--- config.mk ---
export PLATFORM = sky130hd
export DESIGN_NAME = sev_seg_ctrl
export DESIGN_NICKNAME = d
export VERILOG_FILES = /design/src/rtl/sev_seg_pkg.sv /design/src/rtl/display_decoder.sv /design/src/rtl/sev_seg_ctrl.sv
export SDC_FILE = /design/constraint.sdc
export NUM_CORES = 1
export LEC_CHECK = 0
export CAP_MARGIN = 20
export CORE_MARGIN = 2
export CORE_UTILIZATION = 28
export DETAILED_ROUTE_END_ITERATION = 7
export GPL_ROUTABILITY_DRIVEN = 0
export RECOVER_POWER = 100
export SYNTH_ARGS = -nofsm -noshare
export SYNTH_HDL_FRONTEND = slang
export SYNTH_SLANG_ARGS = --single-unit
--- constraint.sdc ---
create_clock -name clk -period 3.1 [get_ports clk]
set_input_delay 0.62 -clock clk [delete_from_list [all_inputs] [get_ports clk]]
set_output_delay 0.62 -clock clk [all_outputs]
set_load 0.05 [all_outputs]
--- src/rtl/sev_seg_pkg.sv ---
// -----------------------------------------------------------------------------
// sev_seg_pkg
//   Shared constants, types and helpers for the multiplexed seven-segment
//   controller (sev_seg_ctrl) and its segment decoder (display_decoder).
//
//   SEG_OFF    : all segments and decimal point dark (outputs are active-low)
//   DP_BIT     : position of the decimal point inside the {dp, g..a} byte
//   MAX_DIGITS : widest display the controller supports
//   digit_t    : one 4-bit digit code
//   lz_mask()  : leading-zero suppression mask over a MAX_DIGITS-wide image
// -----------------------------------------------------------------------------
package sev_seg_pkg;

  localparam logic [7:0]  SEG_OFF    = 8'hFF;
  localparam int unsigned DP_BIT     = 7;
  localparam int unsigned MAX_DIGITS = 8;

  typedef logic [3:0] digit_t;

  // Bit k of the result is set when digit k (k >= 1) is a leading zero, i.e.
  // every nibble from position k up to n_digits-1 is zero. Digit 0 is never
  // flagged so a value of zero still shows a single "0". Positions at or
  // above n_digits are ignored and return 0.
  function automatic logic [MAX_DIGITS-1:0] lz_mask(
    input logic [4*MAX_DIGITS-1:0] data,
    input int unsigned             n_digits
  );
    logic [MAX_DIGITS-1:0] mask;
    logic                  all_zero;
    int unsigned           pos;
    mask     = '0;
    all_zero = 1'b1;
    // Walk from the most significant position downwards so all_zero holds
    // "everything above and including this digit is zero".
    for (int unsigned j = 0; j < MAX_DIGITS; j++) begin
      pos = MAX_DIGITS - 1 - j;
      if (pos < n_digits) begin
        all_zero = all_zero & (data[4*pos +: 4] == 4'd0);
        if (pos != 0) begin
          mask[pos] = all_zero;
        end
      end
    end
    return mask;
  endfunction

endpackage

--- src/rtl/display_decoder.sv ---
// -----------------------------------------------------------------------------
// display_decoder
//   Combinational 4-bit code to seven-segment pattern, active-low, {dp, g..a}.
//   The decimal point bit is always returned dark; the caller merges its own
//   decimal point request.
//
//   Hex mode (ltr_i = 0): 0-9, A, b, C, d, E, F.
//   Letter mode (ltr_i = 1):
//     0:A 1:b 2:C 3:d 4:E 5:F 6:H 7:L 8:P 9:U A:n B:o C:r D:t E:y F:-
//
//   Ports
//     data_i : digit code
//     ltr_i  : 1 = letter table, 0 = hex table
//     sseg_o : {dp, g, f, e, d, c, b, a}, active-low
// -----------------------------------------------------------------------------
module display_decoder
  import sev_seg_pkg::*;
(
  input  digit_t     data_i,
  input  logic       ltr_i,
  output logic [7:0] sseg_o
);

  logic [6:0] seg_hex;
  logic [6:0] seg_ltr;

  always_comb begin
    seg_hex = 7'h7F;
    unique case (data_i)
      4'h0: seg_hex = 7'h40;
      4'h1: seg_hex = 7'h79;
      4'h2: seg_hex = 7'h24;
      4'h3: seg_hex = 7'h30;
      4'h4: seg_hex = 7'h19;
      4'h5: seg_hex = 7'h12;
      4'h6: seg_hex = 7'h02;
      4'h7: seg_hex = 7'h78;
      4'h8: seg_hex = 7'h00;
      4'h9: seg_hex = 7'h10;
      4'hA: seg_hex = 7'h08;
      4'hB: seg_hex = 7'h03;
      4'hC: seg_hex = 7'h46;
      4'hD: seg_hex = 7'h21;
      4'hE: seg_hex = 7'h06;
      4'hF: seg_hex = 7'h0E;
      default: seg_hex = 7'h7F;
    endcase
  end

  always_comb begin
    seg_ltr = 7'h7F;
    unique case (data_i)
      4'h0: seg_ltr = 7'h08; // A
      4'h1: seg_ltr = 7'h03; // b
      4'h2: seg_ltr = 7'h46; // C
      4'h3: seg_ltr = 7'h21; // d
      4'h4: seg_ltr = 7'h06; // E
      4'h5: seg_ltr = 7'h0E; // F
      4'h6: seg_ltr = 7'h09; // H
      4'h7: seg_ltr = 7'h47; // L
      4'h8: seg_ltr = 7'h0C; // P
      4'h9: seg_ltr = 7'h41; // U
      4'hA: seg_ltr = 7'h2B; // n
      4'hB: seg_ltr = 7'h23; // o
      4'hC: seg_ltr = 7'h2F; // r
      4'hD: seg_ltr = 7'h07; // t
      4'hE: seg_ltr = 7'h11; // y
      4'hF: seg_ltr = 7'h3F; // -
      default: seg_ltr = 7'h7F;
    endcase
  end

  always_comb begin
    sseg_o         = SEG_OFF;
    sseg_o[6:0]    = ltr_i ? seg_ltr : seg_hex;
  end

endmodule

--- src/rtl/sev_seg_ctrl.sv ---
// -----------------------------------------------------------------------------
// sev_seg_ctrl
//   Time-multiplexed seven-segment controller for N_DIGITS digits. Each digit
//   owns a slot of SLOT_CYCLES clocks; the first clock of every slot keeps all
//   anodes off to stop the previous digit's segments ghosting into the next.
//   Inputs are captured once per frame (one full scan) so a display never
//   shows half of an update. Brightness is a PWM inside each slot, blink uses
//   a frame-counted half period, leading zeros can be blanked in hex mode.
//
//   Parameters
//     N_DIGITS     : digits scanned (1..8)
//     SLOT_CYCLES  : clocks per digit slot, multiple of 2**BRIGHT_W
//     BRIGHT_W     : brightness control width
//     BLINK_FRAMES : frames per blink half period (>= 1)
//
//   Ports
//     clk, rst : clock, asynchronous active-high reset
//     ltr_i    : 1 = letter decoding, 0 = hex decoding
//     data_i   : digit codes, digit k in data_i[4k+3:4k], digit 0 rightmost
//     dp_i     : decimal point request per digit
//     blank_i  : force digit dark
//     blink_i  : digit blinks
//     lz_en_i  : leading-zero suppression (hex mode only)
//     bright_i : duty = (bright_i+1)/2**BRIGHT_W
//     an_o     : anode enables, active-low
//     sseg_o   : {dp, g..a}, active-low
//     frame_o  : one-cycle pulse while the freshly loaded snapshot is first held
// -----------------------------------------------------------------------------
module sev_seg_ctrl
  import sev_seg_pkg::*;
#(
  parameter int unsigned N_DIGITS     = 4,
  parameter int unsigned SLOT_CYCLES  = 65536,
  parameter int unsigned BRIGHT_W     = 4,
  parameter int unsigned BLINK_FRAMES = 64
) (
  input  logic                  clk,
  input  logic                  rst,
  input  logic                  ltr_i,
  input  logic [4*N_DIGITS-1:0] data_i,
  input  logic [N_DIGITS-1:0]   dp_i,
  input  logic [N_DIGITS-1:0]   blank_i,
  input  logic [N_DIGITS-1:0]   blink_i,
  input  logic                  lz_en_i,
  input  logic [BRIGHT_W-1:0]   bright_i,
  output logic [N_DIGITS-1:0]   an_o,
  output logic [7:0]            sseg_o,
  output logic                  frame_o
);

  localparam int unsigned SUB_LEN = SLOT_CYCLES >> BRIGHT_W;
  localparam int unsigned SLOT_W  = (SLOT_CYCLES  > 1) ? $clog2(SLOT_CYCLES)  : 1;
  localparam int unsigned IDX_W   = (N_DIGITS     > 1) ? $clog2(N_DIGITS)     : 1;
  localparam int unsigned FRM_W   = (BLINK_FRAMES > 1) ? $clog2(BLINK_FRAMES) : 1;
  localparam int unsigned SUBP_W  = (SUB_LEN      > 1) ? $clog2(SUB_LEN)      : 1;

  localparam logic [SLOT_W-1:0] SLOT_LAST = SLOT_W'(SLOT_CYCLES - 1);
  localparam logic [IDX_W-1:0]  IDX_LAST  = IDX_W'(N_DIGITS - 1);
  localparam logic [FRM_W-1:0]  FRM_LAST  = FRM_W'(BLINK_FRAMES - 1);
  localparam logic [SUBP_W-1:0] SUBP_LAST = SUBP_W'(SUB_LEN - 1);

  // ---------------------------------------------------------------------------
  // State
  // ---------------------------------------------------------------------------
  logic [SLOT_W-1:0]     slot_cnt_q, slot_cnt_d;
  logic [SUBP_W-1:0]     sub_pos_q,  sub_pos_d;
  logic [BRIGHT_W-1:0]   sub_q,      sub_d;
  logic [IDX_W-1:0]      idx_q,      idx_d;
  logic [FRM_W-1:0]      frame_cnt_q, frame_cnt_d;
  logic                  blink_on_q, blink_on_d;

  logic [4*N_DIGITS-1:0] snap_data_q,   snap_data_d;
  logic [N_DIGITS-1:0]   snap_dp_q,     snap_dp_d;
  logic [N_DIGITS-1:0]   snap_blank_q,  snap_blank_d;
  logic [N_DIGITS-1:0]   snap_blink_q,  snap_blink_d;
  logic                  snap_ltr_q,    snap_ltr_d;
  logic                  snap_lz_en_q,  snap_lz_en_d;
  logic [BRIGHT_W-1:0]   snap_bright_q, snap_bright_d;

  logic [N_DIGITS-1:0]   an_q,    an_d;
  logic [7:0]            sseg_q,  sseg_d;
  logic                  frame_q, frame_d;

  // ---------------------------------------------------------------------------
  // Scan counters, blink phase and frame snapshot
  // ---------------------------------------------------------------------------
  logic slot_wrap;
  logic idx_wrap;
  logic frame_start;

  always_comb begin
    slot_wrap   = (slot_cnt_q == SLOT_LAST);
    idx_wrap    = (idx_q == IDX_LAST);
    frame_start = slot_wrap & idx_wrap;

    slot_cnt_d = slot_wrap ? '0 : slot_cnt_q + 1'b1;

    // sub_q is slot_cnt / SUB_LEN, kept as a running quotient so a slot length
    // that is not a power of two needs no divider.
    sub_pos_d = sub_pos_q;
    sub_d     = sub_q;
    if (slot_wrap) begin
      sub_pos_d = '0;
      sub_d     = '0;
    end else if (sub_pos_q == SUBP_LAST) begin
      sub_pos_d = '0;
      sub_d     = sub_q + 1'b1;
    end else begin
      sub_pos_d = sub_pos_q + 1'b1;
    end

    idx_d = idx_q;
    if (slot_wrap) begin
      idx_d = idx_wrap ? '0 : idx_q + 1'b1;
    end

    frame_cnt_d = frame_cnt_q;
    blink_on_d  = blink_on_q;
    if (frame_start) begin
      if (frame_cnt_q == FRM_LAST) begin
        frame_cnt_d = '0;
        blink_on_d  = ~blink_on_q;
      end else begin
        frame_cnt_d = frame_cnt_q + 1'b1;
      end
    end

    snap_data_d   = snap_data_q;
    snap_dp_d     = snap_dp_q;
    snap_blank_d  = snap_blank_q;
    snap_blink_d  = snap_blink_q;
    snap_ltr_d    = snap_ltr_q;
    snap_lz_en_d  = snap_lz_en_q;
    snap_bright_d = snap_bright_q;
    if (frame_start) begin
      snap_data_d   = data_i;
      snap_dp_d     = dp_i;
      snap_blank_d  = blank_i;
      snap_blink_d  = blink_i;
      snap_ltr_d    = ltr_i;
      snap_lz_en_d  = lz_en_i;
      snap_bright_d = bright_i;
    end

    frame_d = frame_start;
  end

  // ---------------------------------------------------------------------------
  // Current digit selection and decode
  // ---------------------------------------------------------------------------
  logic [4*MAX_DIGITS-1:0] data_pad;
  logic [N_DIGITS-1:0]     lz_vec;
  digit_t                  cur_code;
  logic                    cur_dp;
  logic                    cur_blank;
  logic                    cur_blink;
  logic                    cur_sup;
  logic [7:0]              dec_seg;

  always_comb begin
    data_pad                   = '0;
    data_pad[4*N_DIGITS-1:0]   = snap_data_q;
    lz_vec = N_DIGITS'(lz_mask(data_pad, N_DIGITS));
    if (!snap_lz_en_q || snap_ltr_q) begin
      lz_vec = '0;
    end

    cur_code  = '0;
    cur_dp    = 1'b0;
    cur_blank = 1'b0;
    cur_blink = 1'b0;
    cur_sup   = 1'b0;
    for (int unsigned k = 0; k < N_DIGITS; k++) begin
      if (idx_q == IDX_W'(k)) begin
        cur_code  = snap_data_q[4*k +: 4];
        cur_dp    = snap_dp_q[k];
        cur_blank = snap_blank_q[k];
        cur_blink = snap_blink_q[k];
        cur_sup   = lz_vec[k];
      end
    end
  end

  display_decoder u_decoder (
    .data_i (cur_code),
    .ltr_i  (snap_ltr_q),
    .sseg_o (dec_seg)
  );

  // ---------------------------------------------------------------------------
  // Output stage: registered from the current counter state
  // ---------------------------------------------------------------------------
  logic dark;
  logic pwm_on;
  logic guard;

  always_comb begin
    dark   = cur_blank | cur_sup | (cur_blink & ~blink_on_q);
    pwm_on = (sub_q <= snap_bright_q);
    guard  = (slot_cnt_q == '0);

    an_d = '1;
    if (!dark && pwm_on && !guard) begin
      for (int unsigned k = 0; k < N_DIGITS; k++) begin
        if (idx_q == IDX_W'(k)) begin
          an_d[k] = 1'b0;
        end
      end
    end

    if (dark) begin
      sseg_d = SEG_OFF;
    end else begin
      sseg_d         = dec_seg;
      // Active-low: the point lights if the decoder or the request lights it.
      sseg_d[DP_BIT] = dec_seg[DP_BIT] & ~cur_dp;
    end
  end

  // ---------------------------------------------------------------------------
  // Registers
  // ---------------------------------------------------------------------------
  always_ff @(posedge clk or posedge rst) begin
    if (rst) begin
      slot_cnt_q    <= '0;
      sub_pos_q     <= '0;
      sub_q         <= '0;
      idx_q         <= '0;
      frame_cnt_q   <= '0;
      blink_on_q    <= 1'b1;
      snap_data_q   <= '0;
      snap_dp_q     <= '0;
      snap_blank_q  <= '0;
      snap_blink_q  <= '0;
      snap_ltr_q    <= 1'b0;
      snap_lz_en_q  <= 1'b0;
      snap_bright_q <= '0;
      an_q          <= '1;
      sseg_q        <= SEG_OFF;
      frame_q       <= 1'b0;
    end else begin
      slot_cnt_q    <= slot_cnt_d;
      sub_pos_q     <= sub_pos_d;
      sub_q         <= sub_d;
      idx_q         <= idx_d;
      frame_cnt_q   <= frame_cnt_d;
      blink_on_q    <= blink_on_d;
      snap_data_q   <= snap_data_d;
      snap_dp_q     <= snap_dp_d;
      snap_blank_q  <= snap_blank_d;
      snap_blink_q  <= snap_blink_d;
      snap_ltr_q    <= snap_ltr_d;
      snap_lz_en_q  <= snap_lz_en_d;
      snap_bright_q <= snap_bright_d;
      an_q          <= an_d;
      sseg_q        <= sseg_d;
      frame_q       <= frame_d;
    end
  end

  assign an_o    = an_q;
  assign sseg_o  = sseg_q;
  assign frame_o = frame_q;

endmodule
==> run summary, run 1 <==
Cells after Synth -> 486
Status -> finished with violations
Layout cells sized above 1 -> 10.7%
Final hold slack -> 0.460 ns
Slowest stage cell on the critical path -> dfrtp_1
TNS Setup -> 0 ns
DRC -> 0
Largest net degree at the start of global routing -> 54
Via Count -> 3579
PD cells -> 412 nW/um^2
Initial antenna violation count -> 0
Post-synthesis sequential area ratio -> 47.4%
RSZ-0062 raised after global routing -> no
CTS root buf -> clkbuf_16
Final Max Slew Viols -> 37
Core outline area -> 16500 um^2
Setup Crit Path Kind -> register to register
DR WL met2 -> 4560 um
P_int -> 1.84 mW
WP data required -> 3.38 ns
Synth warn -> 0
Mapped Avg Cell Area -> 9.63 um^2
Nets -> 590
Worst-path cell chain -> inv_1 -> ha_1 -> and2b_1 -> a221oi_2 -> nor2_2 -> inv_1 -> ha_1 -> a2111oi_2 -> a211oi_1 -> a211o_1 -> nand4_1
Peak VDD IR -> 0.264 mV
Final hold violations -> 0
Switching portion of total power -> 21.1%
Global-route wire length before repair -> 17600 um
DRT met1 WL -> 5020 um
Crit-path max FO -> 7
Minimum clock period -> 2.74 ns
PortBufs -> 48
Routed WL -> 10400 um
Clock network fraction of total power -> 47.7%
Htree depth -> 3
Core Rows -> 47
Comb pwr share -> 2.9%
Drt pass-1 iters -> 4
Final Skew -> 0.00938 ns
Initial Util -> 28.4%
Flop pwr share -> 49.4%
Fill count -> 1718
Worst min path class -> register to register
Worst path max stage delay -> 0.41 ns
# setup viols final -> 0
Post-synth EDFFs -> 0
Netlist cell types -> 62
Final Cycle Share -> 88.3%
Synth Flop Type -> dfrtp_1
DR top layer -> met4
Die width -> 133 um
Die ar. -> 17800 um^2
CTS Sinks -> 88
Post-CTS Setup Bufs -> 0
Detailed Route Iter0 Violations -> 332
Routed length on met3 -> 581 um
P_sw -> 491 uW
Clock Latency Late Sink -> 0.35 ns
CTS tree -> yes
Yosys reg bits -> 88
Worst-margin pin slew -> 1.55 ns
Area grow syn2layout -> 20.7%
Vias in the first global route -> 3533
Cell area after synthesis -> 4680 um^2
Reg clk slew, reported paths -> 0.07 ns
Slew headroom -> -3.79%
HPWL after DPL -> 7630 um
Startpoint types -> register
Critical path endpoint category -> register
Max-cap viol count -> 1
Post-DR wirelength/cell -> 13.6 um
Overflow after GRT -> 0
Async SR Flop Fraction -> 100%
N_diodes -> 0
Post-DR vias/cell -> 4.71
Die H -> 133 um
Total CTS buffers -> 9
Antenna viol nets, final -> 0
Achievable Freq -> 0.366 GHz
Failing checks -> capacitance limit, slew limit
CP Data Arrival Time -> 3.01 ns
Synth Net Count -> 541
Tot GR Track Use -> 12.5%
Pleak -> 2.41 nW
Max Buffers Root-to-Sink -> 2
I/O pins -> 49
## cells by family (layout without fill, tap and decap cells)
kind of cell	Yosys count	in the layout	share of synthesized area [%]
AOI/OAI and AO/OA	71	71	11.9
xor gates and xnor gates	29	29	5.43
adders and majority gates	19	19	5.08
buffers and inverters	39	93	4.73
DFF	88	88	47.4
muxes	4	4	0.882
and+or+nand+nor	236	236	24.5
## state kept, by name, summed over array words and instances, names as in the netlist
signal	flops
snap_lz_en_q	1
an_o	4
snap_blank_q	4
snap_bright_q	4
sub_pos_q	12
frame_cnt_q	6
sseg_o	8
snap_data_q	16
blink_on_q	1
slot_cnt_q	16
snap_ltr_q	1
snap_blink_q	4
snap_dp_q	4
idx_q	2
sub_q	4
frame_o	1
## layout make-up
cell class,count,area [um^2],area share (%)
Clock buffer,10,239,4.23
Inverter,16,61.3,1.09
Clock inverter,6,66.3,1.17
Tap cell,220,275,4.87
Timing Repair Buffer,61,562,9.95
Multi-Input combinational cell,359,2230,39.4
Sequential cell,88,2220,39.3
## critical path, delay by kind of cell, from the launching register on
family | cells | cell delay [ns]
AO/OA/AOI/OAI | 4 | 0.75
adder cells (fa/ha/maj) | 2 | 0.69
AND/OR/NAND/NOR | 3 | 0.58
flip-flops | 1 | 0.41
buffers and inverters | 2 | 0.24
## placed cells by master (no fill, tap or decap), drive strengths merged, types with 8 or more instances in the layout
cell	n
ha	19
o21ai	19
nor2	30
xnor2	12
clkbuf	16
nand3	16
inv	16
dlygate4sd3	14
a21oi	10
clkdlybuf4s50	34
nand4	12
nand2	124
dfrtp	75
and3	10
dfstp	13
xor2	17
nor3	8
## power groups by stage
stage	logic [mW]	clock network [mW]	registers, mW
2_1_floorplan	0.0170	0	1.17
3_3_place_gp	0.0731	0	1.17
3_5_place_dp	0.0738	0	1.17
4_1_cts	0.0742	1.14	1.15
5_1_grt	0.0771	1.19	1.15
6_report	0.0686	1.11	1.15
## path summary, 6_finish.rpt
kind,slack [ns],from,cells past startpoint,end
setup / recovery,0.36,idx_q[0],11,sseg_o[3]
hold / removal,0.46,sub_pos_q[0],1,sub_pos_q[0]
setup reg to reg,0.36,idx_q[0],11,sseg_o[3]
hold reg to reg,0.46,sub_pos_q[0],1,sub_pos_q[0]
max in group asynchronous,0.59,rst,3,snap_ltr_q
min in group asynchronous,1.08,rst,2,sub_pos_q[1]
## timing repair
item | CTS | global route
hold buffers | 0 | 0
gates resized for setup | 0 | 2
endpoints found under the setup margin | 0 | 2
## Yosys cell counts, types with 2 or more instances
master,instances,share of area [%]
and4_1,6,1.1
o31ai_1,4,0.64
dfrtp_1,75,40
xor2_1,17,3.2
a211oi_2,3,0.80
o21ai_0,15,1.6
inv_1,15,1.2
a21oi_1,9,0.96
a211o_1,5,0.94
a211oi_4,2,0.86
xnor2_1,12,2.2
nand4_1,12,1.6
clkbuf_1,2,0.16
and3_1,10,1.3
buf_2,9,0.96
o211ai_1,2,0.32
o21ai_1,4,0.43
buf_6,5,1.2
nand2_1,123,9.9
and2_1,3,0.40
nor2_1,30,2.4
nand3_1,15,1.6
o311a_1,2,0.43
ha_1,19,5.1
a31oi_1,3,0.40
nor2b_1,5,0.67
nand3b_1,3,0.48
nor4_1,6,0.80
mux2i_1,3,0.64
nand2b_1,2,0.27
o21a_1,5,0.80
a211oi_1,2,0.32
nor3_1,7,0.75
buf_4,7,1.1
a221oi_2,2,0.64
a221o_1,4,0.86
dfstp_2,13,7.3
## through the flow
step	utilization (%)	std cells	instance area, um^2	setup WS, ns	total power [mW]
after floorplan	-	486	4680	0.223	1.19
after global placement	32.7	744	5390	0.333	1.24
after detailed placement	32.7	744	5390	0.140	1.24
after CTS	34.6	760	5690	0.108	2.36
after global routing	34.3	760	5650	0.0582	2.41
final	34.3	760	5650	0.364	2.33
## layer usage
metal / up-vias / track usage, %
met5: - / 0
met4: 0 / 5.50
met3: 11 / 3.20
met2: 93 / 18.2
met1: 1718 / 17.5
li1: 1757 / -
Power figures use the tool's default switching activity.
==> inputs of run 2 (changes only) <==
--- a/config.mk
+++ b/config.mk
@@ -5,11 +5,11 @@
 export SDC_FILE = /design/constraint.sdc
 export NUM_CORES = 1
 export LEC_CHECK = 0
-export CAP_MARGIN = 20
-export CORE_MARGIN = 2
+export CAP_MARGIN = 5
 export CORE_UTILIZATION = 28
 export DETAILED_ROUTE_END_ITERATION = 7
 export GPL_ROUTABILITY_DRIVEN = 0
+export PLACE_DENSITY = 0.48
 export RECOVER_POWER = 100
 export SYNTH_ARGS = -nofsm -noshare
 export SYNTH_HDL_FRONTEND = slang
==> run 2 against run 1 <==
Effect of this change:
- the run now ends clean
- highest routed layer unchanged
- largest cell class unchanged
- wire length increased by 1.5%
- register-to-register slack got worse by 0.07 ns
- die area fell by 3.0%
- non-clock buffer count increased by 1
- final cell count shrank 0.39%
- combinational power down 2%
- first-iteration DRC count shrank 17%
- critical endpoint unchanged
- global-route usage is 0.63 points higher
- maximum frequency down 2.7%
==> run summary, run 2 (synthesis results as in run 1) <==
Crit path setup slack, layout -> 0.289 ns
Final Cycle Share -> 90.7%
Flop pwr share -> 48.4%
Achievable Freq -> 0.356 GHz
Post-DR wirelength/cell -> 13.9 um
Top cell by count, worst path -> ha_1
Layout cells sized above 1 -> 10.9%
Crit-path max FO -> 8
Clock network fraction of total power -> 48.8%
Max Buffers Root-to-Sink -> 2
Critical path endpoint category -> register
Status -> finished, final reports clean
Global-route wire length before repair -> 17900 um
Worst-margin pin slew -> 0.997 ns
CTS tree -> yes
Worst path max stage delay -> 0.40 ns
Overflow after GRT -> 0
Reg clk slew, reported paths -> 0.06 ns
Die ar. -> 17200 um^2
PD cells -> 418 nW/um^2
# setup viols final -> 0
Htree depth -> 3
Max-cap viol count -> 0
Post-CTS Setup Bufs -> 0
CTS Sinks -> 88
GRT met3 Usage -> 3.24%
R2R Setup Slk -> 0.29 ns
Clock Latency Late Sink -> 0.34 ns
Area grow syn2layout -> 21.4%
Final hold violations -> 0
Post-DR vias/cell -> 4.64
Die width -> 131 um
Routed WL -> 10500 um
Vias in the first global route -> 3570
Initial antenna violation count -> 0
Worst-path cell chain -> inv_1 -> ha_1 -> or2_0 -> a221o_1 -> nand2_1 -> ha_1 -> a2111oi_2 -> a211oi_1 -> a211o_1 -> nand4_1
Total CTS buffers -> 9
Core Rows -> 46
Highest-count cells in the layout ignoring fill and taps -> nand2_1, dfrtp_1, clkdlybuf4s50_1, nor2_1, ha_1
Final Skew -> 0.00847 ns
Largest regs -> slot_cnt_q x16, snap_data_q x16, sub_pos_q x12
RR Startpoint -> idx_q[0]
Initial Util -> 29.0%
DP Worst Slack -> 0.195 ns
WP data required -> 3.38 ns
Pleak -> 2.43 nW
Peak VDD IR -> 0.319 mV
TNS Setup -> 0 ns
R2R cell count -> 10
DRC -> 0
Setup Crit Path Kind -> register to register
Slew headroom -> 33.5%
Hold path startpoint -> sub_pos_q[0]
PortBufs -> 48
Core outline area -> 16100 um^2
P_int -> 1.92 mW
CTS root buf -> clkbuf_16
Met2 global-route usage -> 19.2%
Commonest non-fill, non-tap cell in the layout -> nand2_1
Startpoint types -> register
Die H -> 131 um
Slowest stage cell on the critical path -> dfrtp_1
CP Data Arrival Time -> 3.09 ns
FF-to-FF End -> sseg_o[3]
Via Count -> 3516
Hold depth -> 1
Detailed Route Iter0 Violations -> 275
Tot GR Track Use -> 13.1%
Nets -> 591
Largest net degree at the start of global routing -> 74
Most used routing layer -> met2
I/O pins -> 49
Worst min path class -> register to register
Comb pwr share -> 2.8%
Antenna viol nets, final -> 0
N_diodes -> 0
Drt pass-1 iters -> 5
Final Max Slew Viols -> 0
WHS Endpoint -> sub_pos_q[0]
HPWL after DPL -> 7620 um
Met1 Use GR -> 18.3%
RSZ-0062 raised after global routing -> no
Minimum clock period -> 2.81 ns
Switching portion of total power -> 19.3%
P_sw -> 457 uW
## run 2: worst max-delay path by stage
stage,startpoint,endpoint,slack [ns]
CTS,idx_q[0],sseg_o[3],0.17
global placement,idx_q[0],sseg_o[3],0.34
detailed placement,idx_q[0],sseg_o[3],0.19
global route,idx_q[1],sseg_o[5],0.07
finish,idx_q[0],sseg_o[3],0.29
floorplan,rst,frame_cnt_q[0],0.22
## run 2: metrics by stage
stage	std cells	hold slack [ns]	area (um^2)	utilization, %	power (mW)
after floorplan	486	0.424	4680	-	1.19
after global placement	741	0.438	5390	33.4	1.24
after detailed placement	741	0.447	5390	33.4	1.24
after CTS	757	0.454	5710	35.4	2.43
after global routing	757	0.477	5680	35.2	2.47
final	757	0.449	5680	35.2	2.37
## run 2: cell type report
| class | count | area, um^2 |
|---|---|---|
| clock buffer | 13 | 250 |
| timing repair buffer | 62 | 573 |
| tap | 216 | 270 |
| clock inverter | 3 | 67.6 |
| fill | 1659 | 10400 |
| sequential | 88 | 2220 |
| inverter | 16 | 61.3 |
| multi-input combinational | 359 | 2240 |
## run 2: worst max-delay path, delay by kind of cell, from the launching register on
family	cells	cell delay, ns
adder cells (fa/ha/maj)	2	0.62
AO/OA/AOI/OAI	4	1.02
buffers and inverters	1	0.09
AND/OR/NAND/NOR	3	0.62
flip-flops	1	0.40
## run 2: per-layer routing
| layer | wire [um] | part of all wire (%) |
|---|---|---|
| met1 | 5320 | 51 |
| met2 | 4660 | 44 |
| met3 | 425 | 4.0 |
| met4 | 102 | 0.97 |
| met5 | 0 | 0 |
## run 2: repair_timing
action,4_1_cts,5_1_grt
setup endpoints to repair,0,2
hold buffers,0,0
endpoints found under the hold margin,0,0
resized for setup,0,2
## run 2: power by group through the flow
stage                     clock network [mW]  registers [mW]  logic (mW)
final                                   1.16            1.15      0.0671
after global routing                    1.25            1.15      0.0756
after CTS                               1.21            1.15      0.0728
after detailed placement                   0            1.17      0.0726
after global placement                     0            1.17      0.0717
after floorplan                            0            1.17      0.0170
==> inputs of run 3 (changes only) <==
--- a/config.mk
+++ b/config.mk
@@ -9,6 +9,7 @@
 export CORE_UTILIZATION = 28
 export DETAILED_ROUTE_END_ITERATION = 7
 export GPL_ROUTABILITY_DRIVEN = 0
+export GPL_TIMING_DRIVEN = 0
 export PLACE_DENSITY = 0.48
 export RECOVER_POWER = 100
 export SYNTH_ARGS = -nofsm -noshare
==> run 3 against run 2 <==
Effect of this change:
- sequential share of layout area shrank 0.51 points
- wire length grew 3.5%
- final area grew 1.3%
- die area is the same
- non-clock buffer count grew 10
- final cell count grew 1.3%
- clock power is essentially flat
- hold slack gained 0.00089 ns
- flip-flop and latch count is the same
- critical path type unchanged
- critical endpoint unchanged
- highest routed layer unchanged
==> run summary, run 3 (synthesis results as in run 1) <==
WP data required -> 3.37 ns
FF-to-FF End -> sseg_o[3]
# setup viols final -> 0
Startpoint types -> register
Area grow syn2layout -> 23.0%
Critical Path Source -> idx_q[0]
Fill count -> 1659
RR Startpoint -> idx_q[0]
CTS hold repair buffers -> 0
Routed WL -> 10900 um
FF+latch area -> 2220 um^2
Most used routing layer -> met2
Die ar. -> 17200 um^2
Initial Util -> 29.0%
Status -> finished, final reports clean
Vias in the first global route -> 3640
Comb pwr share -> 2.8%
Max Buffers Root-to-Sink -> 2
Critical path endpoint category -> register
Htree depth -> 3
Tot GR Track Use -> 13.5%
I/O pins -> 49
Detailed Route Iter0 Violations -> 294
CTS root buf -> clkbuf_16
Core outline area -> 16100 um^2
HPWL after DPL -> 7880 um
DRC -> 0
Post-DR wirelength/cell -> 14.2 um
Post-layout util -> 35.7%
Highest-count cells in the layout ignoring fill and taps -> nand2_1, dfrtp_1, clkdlybuf4s50_1, nor2_1, ha_1
Commonest non-fill, non-tap cell in the layout -> nand2_1
Clock network fraction of total power -> 49.4%
Final Skew -> 0.00589 ns
Worst-margin pin slew -> 0.961 ns
R2R Setup Slk -> 0.20 ns
Post-DR vias/cell -> 4.67
Critical path destination -> sseg_o[3]
Largest net degree at the start of global routing -> 72
Flop pwr share -> 47.8%
Crit-path max FO -> 10
Clock Latency Late Sink -> 0.34 ns
Hold path startpoint -> sub_pos_q[0]
P_sw -> 488 uW
Antenna viol nets, final -> 0
Max-cap viol count -> 0
Met1 Use GR -> 18.8%
Overflow after GRT -> 0
N_diodes -> 0
PortBufs -> 48
Pleak -> 2.45 nW
Multi-input logic area -> 2250 um^2
Largest regs -> slot_cnt_q x16, snap_data_q x16, sub_pos_q x12
Setup Crit Path Kind -> register to register
Drt pass-1 iters -> 4
Final total power -> 2.41 mW
Nets -> 601
Final Max Slew Viols -> 0
Via Count -> 3584
Final hold violations -> 0
CP Data Arrival Time -> 3.17 ns
PD cells -> 418 nW/um^2
CTS tree -> yes
RSZ-0062 raised after global routing -> no
R2R cell count -> 12
Total CTS buffers -> 9
CTS Sinks -> 88
Die width -> 131 um
Core Rows -> 46
Achievable Freq -> 0.345 GHz
Reg clk slew, reported paths -> 0.06 ns
Worst min path class -> register to register
Die H -> 131 um
Initial antenna violation count -> 0
Global-route wire length before repair -> 18500 um
Slew headroom -> 35.9%
P_int -> 1.92 mW
Met2 global-route usage -> 20.4%
Final Cycle Share -> 93.5%
GRT met3 Usage -> 2.20%
Peak VDD IR -> 0.257 mV
Switching portion of total power -> 20.3%
Minimum clock period -> 2.90 ns
Layout cells sized above 1 -> 11.3%
run 3: cell types whose count changed in the layout (fill, tap and decap cells not counted), sizes merged:
cell      change
buf           +2
clkinvlp      -1
clkbuf        +6
inv           +1
clkinv        +2
run 3: cell type report:
class                           instances  area share [%]
Multi-Input combinational cell        359            39.2
Sequential cell                        88            38.5
Timing Repair Buffer                   49            8.48
Tap cell                              216            4.70
Clock buffer                           11            4.22
Buffer                                 23            2.46
Clock inverter                          5            1.37
Inverter                               16            1.07
run 3: power groups by stage:
| stage | Sequential (mW) | Combinational, mW | Clock [mW] |
|---|---|---|---|
| floorplan | 1.17 | 0.0170 | 0 |
| global placement | 1.17 | 0.0699 | 0 |
| detailed placement | 1.17 | 0.0753 | 0 |
| CTS | 1.15 | 0.0756 | 1.23 |
| global route | 1.15 | 0.0765 | 1.28 |
| finish | 1.15 | 0.0683 | 1.19 |
run 3: how the worst min path moves through the flow:
| stage | to | slack, ns | cells after the start |
|---|---|---|---|
| 5_1_grt | sub_pos_q[0] | 0.48 | 1 |
| 3_5_place_dp | sub_pos_q[0] | 0.45 | 1 |
| 4_1_cts | sub_pos_q[0] | 0.45 | 1 |
| 2_1_floorplan | sub_pos_q[0] | 0.42 | 1 |
| 6_report | sub_pos_q[0] | 0.45 | 1 |
| 3_3_place_gp | sub_pos_q[0] | 0.44 | 1 |
run 3: critical path: stages (launching register included):
cell,delay [ns]
dfrtp_1,0.40
inv_1,0.10
ha_1,0.28
buf_6,0.17
or2_4,0.27
a221oi_4,0.29
nor2_2,0.13
inv_1,0.13
ha_1,0.31
a2111oi_4,0.26
a211oi_1,0.09
a211o_1,0.28
nand4_1,0.12
run 3: metal layers:
layer	vias to the layer above	wire length [um]	part of all wire (%)
li1	1789	-	-
met4	0	243	2.2
met3	16	369	3.4
met1	1703	5550	51
met5	-	0	0
met2	76	4710	43
run 3: what timing repair did:
action,CTS,global route
resized for setup,2,4
setup buffers,0,0
endpoints found under the setup margin,2,2
run 3: through the flow:
stage                     instance area [um^2]  setup TNS (ns)  cells  worst slack (ns)  hold slack (ns)
after global routing                      5760               0    767            0.0427            0.483
after CTS                                 5790               0    767            0.0563            0.453
after floorplan                           4680               0    486             0.223            0.424
after global placement                    5430          -99.69    750             -1.27            0.442
final                                     5760               0    767             0.202            0.450
after detailed placement                  5460          -0.148    751           -0.0905            0.445
